### src/rtl/jtkunio_pcm_fetch_pkg.sv
// Shared definitions for the kunio PCM prefetch stage: FSM encoding and
// default ROM geometry.
package jtkunio_pcm_fetch_pkg;

  localparam int KUNIO_AW   = 17;
  localparam int KUNIO_SEGW = 13;

  typedef enum logic [1:0] {
    ST_IDLE  = 2'd0,
    ST_FETCH = 2'd1,
    ST_WAIT  = 2'd2,
    ST_TAIL  = 2'd3
  } state_t;

endpackage

### src/rtl/jtkunio_pcm_fetch_if.sv
// SDRAM PCM ROM read port: the fetch stage drives address/chip-select,
// the SDRAM controller returns a byte qualified by ok.
interface jtkunio_pcm_fetch_if
  import jtkunio_pcm_fetch_pkg::*;
#(
  parameter int AW = KUNIO_AW
);

  logic [AW-1:0] addr;
  logic          cs;
  logic [7:0]    data;
  logic          ok;

  modport master (output addr, cs, input data, ok);
  modport slave  (input addr, cs, output data, ok);

endinterface

### src/rtl/jtkunio_pcm_fifo2.sv
// Two-entry byte FIFO with synchronous clear; a push and pop in the same
// cycle leave the occupancy unchanged.
module jtkunio_pcm_fifo2 (
  input  logic       clk,
  input  logic       rstn,
  input  logic       clr,
  input  logic       push,
  input  logic [7:0] din,
  input  logic       pop,
  output logic [7:0] head,
  output logic       full,
  output logic       empty
);

  logic [7:0] mem [2];
  logic       wr_ptr;
  logic       rd_ptr;
  logic [1:0] cnt;
  logic       do_push;
  logic       do_pop;

  assign full    = (cnt == 2'd2);
  assign empty   = (cnt == 2'd0);
  assign do_push = push && !full;
  assign do_pop  = pop && !empty;
  assign head    = mem[rd_ptr];

  always_ff @(posedge clk) begin
    if (!rstn || clr) begin
      wr_ptr <= 1'b0;
      rd_ptr <= 1'b0;
      cnt    <= 2'd0;
    end else begin
      if (do_push) wr_ptr <= ~wr_ptr;
      if (do_pop)  rd_ptr <= ~rd_ptr;
      cnt <= cnt + 2'(do_push) - 2'(do_pop);
    end
  end

  // NOTE: storage is deliberately not reset; cnt alone decides which entries are valid.
  always_ff @(posedge clk) begin
    if (do_push) mem[wr_ptr] <= din;
  end

endmodule

### src/rtl/jtkunio_pcm_fetch.sv
// ADPCM prefetch: streams one ROM segment into a 2-byte buffer and hands
// out one nibble per decoder request, high nibble first.
module jtkunio_pcm_fetch
  import jtkunio_pcm_fetch_pkg::*;
#(
  parameter int AW   = KUNIO_AW,
  parameter int SEGW = KUNIO_SEGW
) (
  input  logic               clk,
  input  logic               rstn,
  input  logic               start,
  input  logic               stop,
  input  logic [AW-SEGW-1:0] base,
  input  logic               nib_req,
  output logic [3:0]         nib_dout,
  output logic               underrun,
  output logic               busy,
  output logic               done,
  jtkunio_pcm_fetch_if.master rom
);

  state_t             state, state_nx;
  logic [AW-SEGW-1:0] base_q;
  logic [SEGW-1:0]    fetch_addr;
  logic [SEGW:0]      nib_cnt;
  logic               addr_stable;

  logic       accept, serve, pop, complete, full_nx;
  logic [7:0] head;
  logic       full, empty;

  assign rom.addr = {base_q, fetch_addr};
  assign rom.cs   = (state == ST_FETCH);
  assign busy     = (state != ST_IDLE);

  // An ok seen on the first cycle of a new address may belong to the old one.
  assign accept   = rom.cs && rom.ok && addr_stable && !full && !start && !stop;
  assign serve    = nib_req && busy && !start && !stop;
  assign pop      = serve && !empty && nib_cnt[0];
  assign complete = serve && !empty && (&nib_cnt);
  assign full_nx  = !empty && accept && !pop;

  jtkunio_pcm_fifo2 u_fifo (
    .clk   (clk),
    .rstn  (rstn),
    .clr   (start || stop),
    .push  (accept),
    .din   (rom.data),
    .pop   (pop),
    .head  (head),
    .full  (full),
    .empty (empty)
  );

  always_ff @(posedge clk) begin
    if (!rstn) state <= ST_IDLE;
    else       state <= state_nx;
  end

  // NOTE: next state takes its default first so no path leaves it unassigned (no latch).
  always_comb begin
    state_nx = state;
    if (start) begin
      state_nx = ST_FETCH;
    end else if (stop || complete) begin
      state_nx = ST_IDLE;
    end else begin
      case (state)
        ST_FETCH: if (accept) begin
          if (&fetch_addr)  state_nx = ST_TAIL;
          else if (full_nx) state_nx = ST_WAIT;
        end
        ST_WAIT:  if (!full) state_nx = ST_FETCH;
        default: ;
      endcase
    end
  end

  // NOTE: registered state uses non-blocking assignments so every read sees the pre-edge value.
  always_ff @(posedge clk) begin
    if (!rstn) begin
      base_q      <= '0;
      fetch_addr  <= '0;
      nib_cnt     <= '0;
      addr_stable <= 1'b0;
      nib_dout    <= 4'd0;
      underrun    <= 1'b0;
      done        <= 1'b0;
    end else begin
      done <= complete;
      if (start) begin
        base_q      <= base;
        fetch_addr  <= '0;
        nib_cnt     <= '0;
        underrun    <= 1'b0;
        addr_stable <= 1'b0;
      end else begin
        addr_stable <= !accept;
        if (accept) fetch_addr <= fetch_addr + SEGW'(1);
        if (serve) begin
          if (empty) begin
            nib_dout <= 4'd0;
            underrun <= 1'b1;
          end else begin
            nib_dout <= nib_cnt[0] ? head[3:0] : head[7:4];
            nib_cnt  <= nib_cnt + (SEGW+1)'(1);
          end
        end
      end
    end
  end

endmodule

### src/flat_wrapper.sv
// flat-port wrapper written by rule: the top's interface ports become plain ports
module jtkunio_pcm_fetch_flat import jtkunio_pcm_fetch_pkg::*;
#(
  parameter int AW   = KUNIO_AW,
  parameter int SEGW = KUNIO_SEGW
)
  (clk, rstn, start, stop, base, nib_req, nib_dout, underrun, busy, done, rom_addr, rom_cs, rom_data, rom_ok);
  jtkunio_pcm_fetch_if #(.AW(AW)) rom_i ();
  input  logic clk;
  input  logic rstn;
  input  logic start;
  input  logic stop;
  input  logic [AW-SEGW-1:0] base;
  input  logic nib_req;
  output logic [3:0] nib_dout;
  output logic underrun;
  output logic busy;
  output logic done;
  output wire logic [$bits(rom_i.addr)-1:0] rom_addr;
  output wire logic [$bits(rom_i.cs)-1:0] rom_cs;
  input wire logic [$bits(rom_i.data)-1:0] rom_data;
  input wire logic [$bits(rom_i.ok)-1:0] rom_ok;
  assign rom_addr = rom_i.addr;
  assign rom_cs = rom_i.cs;
  assign rom_i.data = rom_data;
  assign rom_i.ok = rom_ok;
  jtkunio_pcm_fetch #(.AW(AW), .SEGW(SEGW)) u_core (.clk(clk), .rstn(rstn), .start(start), .stop(stop), .base(base), .nib_req(nib_req), .nib_dout(nib_dout), .underrun(underrun), .busy(busy), .done(done), .rom(rom_i));
endmodule
### config.mk
export PLATFORM = sky130hd
export DESIGN_NAME = jtkunio_pcm_fetch_flat
export DESIGN_NICKNAME = d
export VERILOG_FILES = /design/src/rtl/jtkunio_pcm_fetch_pkg.sv /design/src/rtl/jtkunio_pcm_fetch_if.sv /design/src/rtl/jtkunio_pcm_fifo2.sv /design/src/rtl/jtkunio_pcm_fetch.sv /design/src/flat_wrapper.sv
export SDC_FILE = /design/constraint.sdc
export NUM_CORES = 1
export LEC_CHECK = 0
export ABC_AREA = 0
export CAP_MARGIN = 20
export CORE_MARGIN = 2
export CORE_UTILIZATION = 50
export CTS_BUF_LIST = sky130_fd_sc_hd__clkbuf_4 sky130_fd_sc_hd__clkbuf_8
export CTS_CLUSTER_DIAMETER = 120
export DETAILED_ROUTE_END_ITERATION = 10
export PLACE_DENSITY = 0.77
export SYNTH_ARGS = -nofsm -noshare
export SYNTH_HDL_FRONTEND = slang
export SYNTH_SLANG_ARGS = --single-unit
### constraint.sdc
create_clock -name clk -period 3.1 [get_ports clk]
set_input_delay 0.465 -clock clk [delete_from_list [all_inputs] [get_ports clk]]
set_output_delay 0.465 -clock clk [all_outputs]
set_load 0.01 [all_outputs]
==> results by group <==
Outcome
  • Status: finished clean

Power and ir drop
  • Tot Pwr: 1.62 mW
  • Maximum vdd ir drop: 380 µV
  • Leakage: 1.15 nW
  • Power Dens Cells: 487 nW/µm²

Critical path
  • Worst path slowest cell: clkdlybuf4s50_1
  • Cell repeated most along the worst path: ha_1
  • Critical Path Source Type: input port
  • Reg2Reg Capture Point: u_core.u_fifo.cnt[1]$_SDFF_PP0_
  • Buf/Inv on CP: 2
  • Crit-path max FO: 9
  • Flop2flop setup slack: 1050 ps
  • Critical Path RT: 3320 ps
  • Setup crit end kind: flop
  • Critical path cell sequence: clkdlybuf4s50_1 > or3b_4 > nor2_4 > and2_1 > ha_1 > inv_1 > ha_1 > xor2_1 > xnor2_1 > nor3_1
  • Critical R2R Launch: u_core.u_fifo.cnt[0]$_SDFF_PP0_
  • Crit path arrival time: 2600 ps
  • Crit path kind: in -> reg
  • Worst Reg-to-Reg Cells: 9
  • Crit path largest cell delay: 560 ps
  • Crit-path leading delay family: simple AND/OR/NAND/NOR gates

Final layout
  • Fin cells: 362
  • Area Growth Syn to Fin: 27.0%
  • # fillers: 428
  • Fin util: 65.6%
  • Layout cell share with drive strength beyond 1: 12.0%
  • Design Area, Final: 3330 µm²
  • NumNets Final: 309
  • Antenna cell count: 0

Routing
  • Antenna-violating nets left: 0
  • Residual DRC count: 0
  • Vias: 1,891
  • Routed length per instance: 14.5 µm
  • Final WL: 5230 µm
  • Initial DRC count: 61
  • TritonRoute pass-1 iters: 4
  • Vias per cell: 5.22

Timing
  • Setup ws final: 719 ps
  • Crit share post-route: 76.8%
  • Hold slack: 497 ps
  • Final number of max-transition violations: 0
  • Aggregate negative setup slack: 0 ps
  • Actual slew at the worst max-slew pin: 477 ps
  • Fmax: 0.420 GHz
  • Rel. slew slack: 68.1%
  • Hold Fails Final Rpt: 0
  • Unrepaired setup endpoints after global routing: no
  • Final setup fails: 0
  • Worst setup skew after layout: 9.15 ps
  • Final min period: 2380 ps

Floorplanning
  • Io pins: 43
  • Horiz. Die Dim: 76.4 µm
  • Initial Util: 51.6%
  • Die H: 76.4 µm
  • Core ar.: 5070 µm²
  • # rows: 26
  • Die Area: 5840 µm²

Clock tree
  • Cts hold-fix bufs: 0
  • TritonCTS buffer count: 9
  • Clk Latency, worst-skew pair: 340 ps
  • Clk root buf: clkbuf_8
  • Post-cts sizing count: 0
  • Clock sinks: 61
  • Postcts setup bufs: 0
  • CTS tree: done
  • H-tree lvl count: 3
  • Clock-pin slew on the worst setup and hold paths: 70 ps
  • CTS max path bufs: 2

Place
  • Post-DP Area: 3120 µm²
  • # port buffers: 42
  • Pre-CTS setup slack: 385 ps
  • Hpwl dp: 3620 µm
  • Placed cells: 346
  • Gpl congestion: 0.799

Job
  • Maxcap violations: 0

Yosys
  • Synthesized cell area: 2620 µm²
  • FF+latch count, synth: 61
  • Cell count after synthesis: 238
  • Register area share after synthesis: 52.7%
  • Synthesis Warnings: 0
  • EDFF count, synth: 16
  • Netlist cell types: 46
  • Post-synth top area share: 34.4%
  • Post-Syn Nets: 260
  • Post-synth ARST share: 0%
  • Mapped Avg Cell Area: 11.0 µm²
  • Area contributors post-synth: dfxtp_1 (34%), edfxtp_1 (18%), xor2_1 (5.3%)
  • Cell accounting for the most synthesized area: dfxtp_1
  • Primary FF master, synth: dfxtp_1

Min path
  • Min-Delay Path Class: reg -> reg
  • Min-Delay Startpoint: u_core.underrun$_SDFFE_PP0P_
  • WHS Endpoint: u_core.underrun$_SDFFE_PP0P_
  • Hold depth: 2

Global routing
  • First-pass GRT wire length: 9030 µm
  • Vias in the first global route: 1,961
  • Initial antenna violation count: 0
  • Grt ovf: 0
  • Global-route usage over all layers: 19.6%
  • Largest net degree at the start of global routing: 35
-- synthesized netlist by cell type (5+ instances only) --
library cell   n
nor3_1         7
nand2_1       11
nand4_1       11
and3_1         6
nor2b_1       10
xor2_1        16
clkbuf_1       6
nor2_1        29
nand3_1        5
xnor2_1       11
dfxtp_1       45
a21oi_1        6
edfxtp_1      16
-- layer usage --
| metal | track usage [%] | part of all wire, % | wire length [µm] |
|---|---|---|---|
| met2 | 31.9 | 52 | 2700 |
| met5 | 0 | 0 | 0 |
| met3 | 7.23 | 4.0 | 208 |
| met1 | 23.5 | 44 | 2280 |
| met4 | 8.00 | 0.80 | 42 |
-- sequential cells by signal, indices dropped and copies added (netlist names), named ones only --
| signal | count |
|---|---|
| u_core.underrun | 1 |
| u_core.addr_stable | 1 |
| u_core.u_fifo.mem | 16 |
| u_core.done | 1 |
| u_core.u_fifo.wr_ptr | 1 |
| u_core.state | 2 |
| u_core.u_fifo.rd_ptr | 1 |
| u_core.base_q | 4 |
| u_core.nib_dout | 4 |
| u_core.fetch_addr | 13 |
| u_core.u_fifo.cnt | 2 |
| u_core.nib_cnt | 14 |
-- where the power goes --
part	switching, mW	internal (mW)	total, mW	leakage, nW
sequential	0.00382	0.821	0.824	0.507
combinational	0.0320	0.0408	0.0728	0.543
clock	0.341	0.382	0.723	0.101
-- worst reg2reg max path: cells and delay by family (launching register included) --
| kind | cells | cell delay, ps |
|---|---|---|
| adder cells (fa/ha/maj) | 2 | 440 |
| flip-flops | 1 | 470 |
| AND/OR/NAND/NOR | 3 | 550 |
| XOR/XNOR | 2 | 310 |
| buffers and inverters | 2 | 160 |
-- cell families (layout without fill, tap and decap cells) --
| kind of cell | count (synthesis) | count (layout) | share of synthesized area [%] |
|---|---|---|---|
| compound gates | 19 | 19 | 5.16 |
| xor+xnor | 27 | 27 | 9.03 |
| fa+ha+maj | 4 | 4 | 1.91 |
| buf+inv | 14 | 68 | 2.53 |
| flops | 61 | 61 | 52.7 |
| mux | 8 | 8 | 4.97 |
| simple gates | 105 | 105 | 23.7 |
-- how the worst max path moves through the flow --
| stage | from | end | cells past startpoint |
|---|---|---|---|
| 4_1_cts | stop | u_core.u_fifo.cnt[1]$_SDFF_PP0_ | 10 |
| 5_1_grt | stop | u_core.u_fifo.cnt[1]$_SDFF_PP0_ | 10 |
| 3_3_place_gp | stop | u_core.u_fifo.cnt[1]$_SDFF_PP0_ | 10 |
| 3_5_place_dp | stop | u_core.u_fifo.cnt[1]$_SDFF_PP0_ | 10 |
| 6_report | stop | u_core.u_fifo.cnt[1]$_SDFF_PP0_ | 10 |
| 2_1_floorplan | stop | u_core.u_fifo.cnt[1]$_SDFF_PP0_ | 11 |
-- layout make-up --
type	count	area, µm²	area share, %
timing repair buffer	48	465	14.0
clock buffer	9	124	3.72
multi-input combinational	163	1170	35.2
tap	70	87.6	2.63
clock inverter	7	81.3	2.44
sequential	61	1380	41.5
inverter	4	15.0	0.451
-- cell usage in the layout, fill, tap and decap left out, types with 2 or more instances in the layout --
| cell type | netlist | layout |
|---|---|---|
| clkbuf_8 | 0 | 9 |
| nand4_1 | 11 | 11 |
| o21ai_0 | 4 | 4 |
| a21oi_1 | 6 | 6 |
| or2_1 | 2 | 2 |
| or3_1 | 2 | 2 |
| clkinv_4 | 0 | 2 |
| nand2_1 | 11 | 11 |
| xor2_1 | 16 | 16 |
| a31oi_1 | 2 | 2 |
| nor2b_1 | 10 | 10 |
| and2_1 | 3 | 3 |
| and3_1 | 6 | 6 |
| edfxtp_1 | 16 | 16 |
| and4_1 | 3 | 3 |
| dfxtp_1 | 45 | 45 |
| clkdlybuf4s50_1 | 0 | 42 |
| ha_1 | 4 | 4 |
| mux2i_1 | 4 | 4 |
| a22oi_1 | 4 | 4 |
| xnor2_1 | 11 | 11 |
| inv_1 | 4 | 4 |
| nor3_1 | 7 | 7 |
| mux4_2 | 4 | 4 |
| nor2_1 | 29 | 29 |
| inv_6 | 0 | 3 |
| buf_4 | 1 | 6 |
| nand3_1 | 5 | 5 |
Power figures use the tool's default switching activity.
